--- config.mk ---
export PLATFORM = sky130hd
export DESIGN_NAME = pipe_ctrl
export DESIGN_NICKNAME = d
export VERILOG_FILES = /design/src/rtl/pipe_ctrl.sv
export SDC_FILE = /design/constraint.sdc
export NUM_CORES = 1
export LEC_CHECK = 0
export CELL_PAD_IN_SITES_DETAIL_PLACEMENT = 0
export CELL_PAD_IN_SITES_GLOBAL_PLACEMENT = 1
export CORE_UTILIZATION = 37
export CTS_CLUSTER_DIAMETER = 120
export DETAILED_ROUTE_END_ITERATION = 12
export PLACE_DENSITY_LB_ADDON = 0.1
export RECOVER_POWER = 100
export SLEW_MARGIN = 20
export SYNTH_ARGS = -nofsm -noshare
export SYNTH_HDL_FRONTEND = slang
export SYNTH_SLANG_ARGS = --single-unit
--- constraint.sdc ---
create_clock -name clk -period 2.6 [get_ports clk]
set_input_delay 0.52 -clock clk [delete_from_list [all_inputs] [get_ports clk]]
set_output_delay 0.52 -clock clk [all_outputs]
set_load 0.03 [all_outputs]
--- src/rtl/pipe_ctrl.sv ---
// Purpose: merges per-stage stall requests into the pipeline stall vector, sequences exception flushes, keeps stall counters.
// Latency: stall is combinational with the requests; flush rises one cycle after an accepted excp_req (or after stallreq_mem drops when deferred).
// Backpressure: an outstanding memory stall holds back a flush; later exceptions are dropped while one is pending or flushing.
//
// Ports:
//   clk, rst (async, active-low)
//   stallreq_if/id/ex/mem : per-stage stall requests
//   excp_req, excp_pc     : single-cycle exception pulse and its handler address
//   perf_clr              : synchronous clear of stall_cycles and stall_timeout
//   stall[5:0]            : [0]=pc .. [5]=wb, 1 = hold that register
//   flush, new_pc         : one-cycle squash pulse and redirect target
//   stall_cycles          : saturating count of cycles with stall[0]=1
//   stall_timeout         : sticky watchdog, set after STALL_TIMEOUT consecutive stalled cycles
module pipe_ctrl #(
  parameter int STALL_CNT_W   = 32,
  parameter int STALL_TIMEOUT = 1023
) (
  input  logic                   clk,
  input  logic                   rst,
  input  logic                   stallreq_if,
  input  logic                   stallreq_id,
  input  logic                   stallreq_ex,
  input  logic                   stallreq_mem,
  input  logic                   excp_req,
  input  logic [31:0]            excp_pc,
  input  logic                   perf_clr,
  output logic [5:0]             stall,
  output logic                   flush,
  output logic [31:0]            new_pc,
  output logic [STALL_CNT_W-1:0] stall_cycles,
  output logic                   stall_timeout
);

  typedef enum logic [1:0] {
    IDLE       = 2'd0,
    FLUSH_PEND = 2'd1,
    FLUSH      = 2'd2
  } state_e;

  localparam logic [15:0] TIMEOUT_VAL = 16'(STALL_TIMEOUT);

  state_e                 state_q, state_d;
  logic [31:0]            new_pc_q, new_pc_d;
  logic [STALL_CNT_W-1:0] cyc_q, cyc_d;
  logic [15:0]            run_q, run_d;
  logic                   timeout_q, timeout_d;
  logic [5:0]             stall_req;

  // Highest stage wins: a stall in a later stage also holds every earlier one.
  always_comb begin
    stall_req = 6'b000000;
    if (stallreq_mem)     stall_req = 6'b011111;
    else if (stallreq_ex) stall_req = 6'b001111;
    else if (stallreq_id) stall_req = 6'b000111;
    else if (stallreq_if) stall_req = 6'b000011;
  end

  // The flush cycle reloads every register, so holding any of them would
  // fight the squash. Reset also masks the vector since it is combinational.
  always_comb begin
    stall = stall_req;
    if (!rst || state_q == FLUSH) stall = 6'b000000;
  end

  always_comb begin
    state_d  = state_q;
    new_pc_d = new_pc_q;
    case (state_q)
      IDLE: begin
        if (excp_req) begin
          new_pc_d = excp_pc;
          state_d  = stallreq_mem ? FLUSH_PEND : FLUSH;
        end
      end
      // The first exception is kept; newer ones come from younger
      // instructions that the flush will squash anyway.
      FLUSH_PEND: begin
        if (!stallreq_mem) state_d = FLUSH;
      end
      FLUSH:   state_d = IDLE;
      default: state_d = IDLE;
    endcase
  end

  always_comb begin
    cyc_d     = cyc_q;
    run_d     = run_q;
    timeout_d = timeout_q;
    if (perf_clr) begin
      cyc_d     = '0;
      run_d     = 16'd0;
      timeout_d = 1'b0;
    end else if (stall[0]) begin
      if (cyc_q != {STALL_CNT_W{1'b1}}) cyc_d = cyc_q + STALL_CNT_W'(1);
      if (run_q != TIMEOUT_VAL) run_d = run_q + 16'd1;
      if (run_d == TIMEOUT_VAL) timeout_d = 1'b1;
    end else begin
      run_d = 16'd0;
    end
  end

  always_ff @(posedge clk or negedge rst) begin
    if (!rst) begin
      state_q   <= IDLE;
      new_pc_q  <= 32'd0;
      cyc_q     <= '0;
      run_q     <= 16'd0;
      timeout_q <= 1'b0;
    end else begin
      state_q   <= state_d;
      new_pc_q  <= new_pc_d;
      cyc_q     <= cyc_d;
      run_q     <= run_d;
      timeout_q <= timeout_d;
    end
  end

  assign flush         = (state_q == FLUSH);
  assign new_pc        = new_pc_q;
  assign stall_cycles  = cyc_q;
  assign stall_timeout = timeout_q;

endmodule

# Word-level counts from Yosys, hierarchy flattened
# Cells that the tools add are included.
totals:
  output_inout_bits: 72
  reg_bits: 83
  elab_cells: 44
  inputBits: 40
classes:
  eq_ne: 7
  n_addsub: 2
  n_mux: 20
  n_reduce_logical: 10
op_table:
  columns: ["cell", "count"]
  rows:
  - ["32-bit two-way mux", 3]
  - ["16-bit two-way mux", 5]
  - ["32-bit by 1-bit adder with 32-bit output, second input constant", 1]
  - ["32-bit inequality test, second input constant", 1]
  - ["16-bit by 1-bit adder with 16-bit output, second input constant", 1]
  - ["16-bit by 10-bit equality test with 1-bit output, second input constant", 1]
  - ["16-bit by 10-bit inequality test with 1-bit output, second input constant", 1]
  - ["6-bit two-way mux", 2]
  - ["2-bit two-way mux", 4]
  - ["2-bit AND reduction", 4]
  - ["2-bit nonzero test", 3]
  - ["4-bit two-way mux", 1]
  - ["2-bit inequality test, second input constant", 2]
  - ["2-bit case mux with 2 select lines", 1]
  - ["1-bit two-way mux", 3]
  - ["3-bit two-way mux", 1]
  - ["2-bit by 1-bit equality test with 1-bit output, second input constant", 1]
  - ["2-bit equality test, second input constant", 1]
  - ["2-bit zero test", 1]
  - ["1-bit zero test", 1]
  - ["1-bit logical OR", 1]

# Longest topological paths before layout
logic_depth:
  word_depth: 11
  mapped_depth: 9
  mapped_depth_nobuf: 7

# Least setup slack after synthesis
# Ideal clock, no wire load.
synth_path:
  path_kind: "in2out"
  start: "input stallreq_mem"
  end: "output stall[1]"
  required_ns: 2.080
  path_stages: 4
  setup_slack_ns: 0.500
  path_buffers: 2
  arrival_ns: 1.580
  path_cell_list: "or4_4 -> and3_1 -> buf_6 -> buf_4"
synth_via:
  elab_chain_cells: 2
synth_lines:
  columns: ["item", "line", "text"]
  rows:
  - ["start: declaration", "23", "input logic stallreq_mem,"]
  - ["6-bit two-way mux", "52", "if (stallreq_mem) stall_req = 6'b011111;"]
  - ["6-bit two-way mux", "62", "if (!rst || state_q == FLUSH) stall = 6'b000000;"]
  - ["end: declaration", "27", "output logic [5:0] stall,"]
# Every way passes these cells.

# Worst setup path after layout
# Same ends and word-level chain as after synthesis.

==> metrics.md <==
| Metric | Value |
|---|---|
| Combinational power share | `19.5%` |
| Routed via count | `3,358` |
| Design Power | `3540 µW` |
| Internal Power | `2590 µW` |
| Starting Density | `38.3%` |
| DP HPWL | `7.39 mm` |
| Gpl congestion | `0.796` |
| Sink Count | `83` |
| Syn Area/Cell | `10.6 µm²` |
| Metal3 WL | `795 µm` |
| Overflow after GRT | `0` |
| Nets | `560` |
| Routed len/inst | `15.2 µm` |
| M1 wire length | `4.81 mm` |
| Post-cts resize count | `4` |
| Worst slew pin tran | `1530 ps` |
| Row cnt | `38` |
| Failing checks | `max-capacitance violations, max-slew violations` |
| Antenna violations before repair | `1` |
| Worst VDD drop | `0.376 mV` |
| Peak Freq | `0.392 GHz` |
| Met2 wire len | `4.32 mm` |
| Core Region | `10,900 µm²` |
| Number of hold buffers added after CTS | `0` |
| Setup CP Type | `in -> out` |
| Max Transition Viols Final | `63` |
| Synthesis-to-layout area growth | `37.7%` |
| Endpoints failing setup | `0` |
| Post-Syn Instances | `396` |
| Synth async-reset ratio | `100%` |
| Die X | `108 µm` |
| I/O Buffers | `110` |
| Drc violations | `0` |
| Rel. slew slack | `-1.85%` |
| Chip height | `108 µm` |
| Worst-Skew Late Latency | `340 ps` |
| Static Leak | `0.00243 µW` |
| Yosys cell types | `60` |
| Synth Net Count | `438` |
| Top cell type's share of synthesized area | `49.6%` |
| Min-Delay Path Class | `in -> async` |
| 1st-pass router iterations | `4` |
| Net load switching power | `955 µW` |
| Dominant synthesized flop cell | `dfrtp_1` |
| Startpoint Class | `input port` |
| Seq cells post-synth | `83` |
| Post-CTS Setup Bufs | `0` |
| CTS buffer count | `9` |
| Post-layout util | `52.8%` |
| Layout cell share with drive strength beyond 1 | `15.5%` |
| Routed WL | `10.1 mm` |
| Top sig layer | `met4` |
| H-tree Lvls | `3` |
| Iter 0 DRT Violations | `145` |
| Die area | `11,800 µm²` |
| Clock share of power | `39.5%` |
| Minimum clock period | `2550 ps` |
| TritonCTS clock tree | `built` |
| Unrepaired setup endpoints after global routing | `false` |
| First-pass GRT wire length | `17.2 mm` |
| Reg-to-reg critical path startpoint | `run_q[0]` |
| Number of global-route vias before repair | `3,473` |
| Endpoints failing hold | `0` |
| Cell Pwr Density | `614 nW/µm²` |
| Netlist Area Pre-Place | `4190 µm²` |
| I/O pins | `112` |
| Setup crit end kind | `primary output` |
| WP data arrival | `2030 ps` |
| Synth warn | `0` |
| Max_cap viols | `1` |
| Post-synth top cells | `dfrtp_1, nor2_1, mux2_2` |
| WP data required | `2080 ps` |
| Synth area leader | `dfrtp_1` |
| Sequential share of power | `41.0%` |
| Via/cell ratio | `5.06` |
| Worst setup path start | `stallreq_mem` |
| Clock skew | `6.71 ps` |
| Final worst-path cycle share | `98.0%` |
| Count leader, synth | `dfrtp_1` |
| CTS root buffer | `clkbuf_16` |
| Final ANT Viol Nets | `0` |
| Largest net degree at the start of global routing | `63` |
| Total Routing Usage GR | `19.2%` |
| Critical Path Fanout Max | `7` |
| Sw frac | `27.0%` |
| Register area share after synthesis | `49.6%` |
| Synth top area cells | `dfrtp_1, mux2_2, nor2_1` |
| Number of synthesized flops with an enable pin | `0` |
| Run status | `finished with violations` |
| Clock transition at the registers of the reported paths | `60 ps` |
| Clock Tree Buf Depth | `2` |
==> through the flow <==
stage	instance area (µm²)	hold slack (ps)	TNS, ps	cells	worst slack (ps)
after detailed placement	5510	387	-269	647	-258
after floorplan	4190	224	0	396	500
after CTS	5850	19.3	0	663	33.3
after global routing	5770	24.2	0	664	7.13
final	5770	24.6	0	664	51.8
after global placement	5510	390	-268	647	-261
==> layout make-up <==
type | count | area (µm²)
clock inverter | 4 | 72.6
tap | 140 | 175
fill | 1047 | 5170
timing repair buffer | 130 | 1200
antenna | 1 | 2.50
sequential | 83 | 2080
multi-input combinational | 288 | 1960
clock buffer | 12 | 256
inverter | 6 | 22.5
==> logic make-up after synthesis <==
group           count (synthesis)  synth area share [%]
compound gates                 34                  6.42
xor+xnor                       37                  7.74
fa+ha+maj                       2                 0.597
buf+inv                        25                  3.14
flops                          83                  49.6
mux                            34                  9.11
other cells                     1                0.0895
simple gates                  180                  23.3
==> state kept, by name, summed over array words and instances, names as in the netlist <==
name and flops:
new_pc 32, run_q 16, stall_cycles 32, stall_timeout 1, state_q 2
==> cells in the final DEF (no fill, tap or decap), drive strengths merged, types with 10 or more instances in the layout <==
cell type | netlist | routed
buf | 12 | 15
clkbuf | 7 | 23
clkdlybuf4s50 | 0 | 37
dfrtp | 83 | 83
dlygate4sd3 | 0 | 67
mux2 | 33 | 33
nand2 | 23 | 23
nand3 | 29 | 29
nand4 | 16 | 16
nor2 | 57 | 57
nor3 | 10 | 10
xnor2 | 13 | 13
xor2 | 24 | 24
==> critical path: stages <==
cell	delay [ps]
clkdlybuf4s50_1	420
or4_4	550
and3_4	210
buf_4	160
buf_4	170
==> power by group through the flow <==
stage / logic, µW / registers (µW) / clock network, µW
after detailed placement: 748 / 1480 / 0
after CTS: 752 / 1460 / 1450
final: 691 / 1450 / 1400
after global placement: 744 / 1470 / 0
after global routing: 736 / 1470 / 1500
after floorplan: 182 / 1680 / 0
==> metal layers <==
| metal | GRT usage, % | up-vias |
|---|---|---|
| li1 | - | 1657 |
| met1 | 25.7 | 1600 |
| met2 | 27.4 | 88 |
| met3 | 7.11 | 13 |
| met4 | 8.98 | 0 |
| met5 | 0 | - |
==> path summary, 6_finish.rpt <==
| path | endpoint | cells past startpoint | slack (ps) |
|---|---|---|---|
| max | stall[1] | 5 | 50 |
| min | stall_cycles[30] | 1 | 20 |
| max reg2reg | stall_timeout | 8 | 240 |
| min reg2reg | new_pc[9] | 1 | 500 |
| max in group asynchronous | stall_cycles[11] | 2 | 860 |
| min in group clk | new_pc[9] | 1 | 500 |
(Power assumes the default switching activity.)
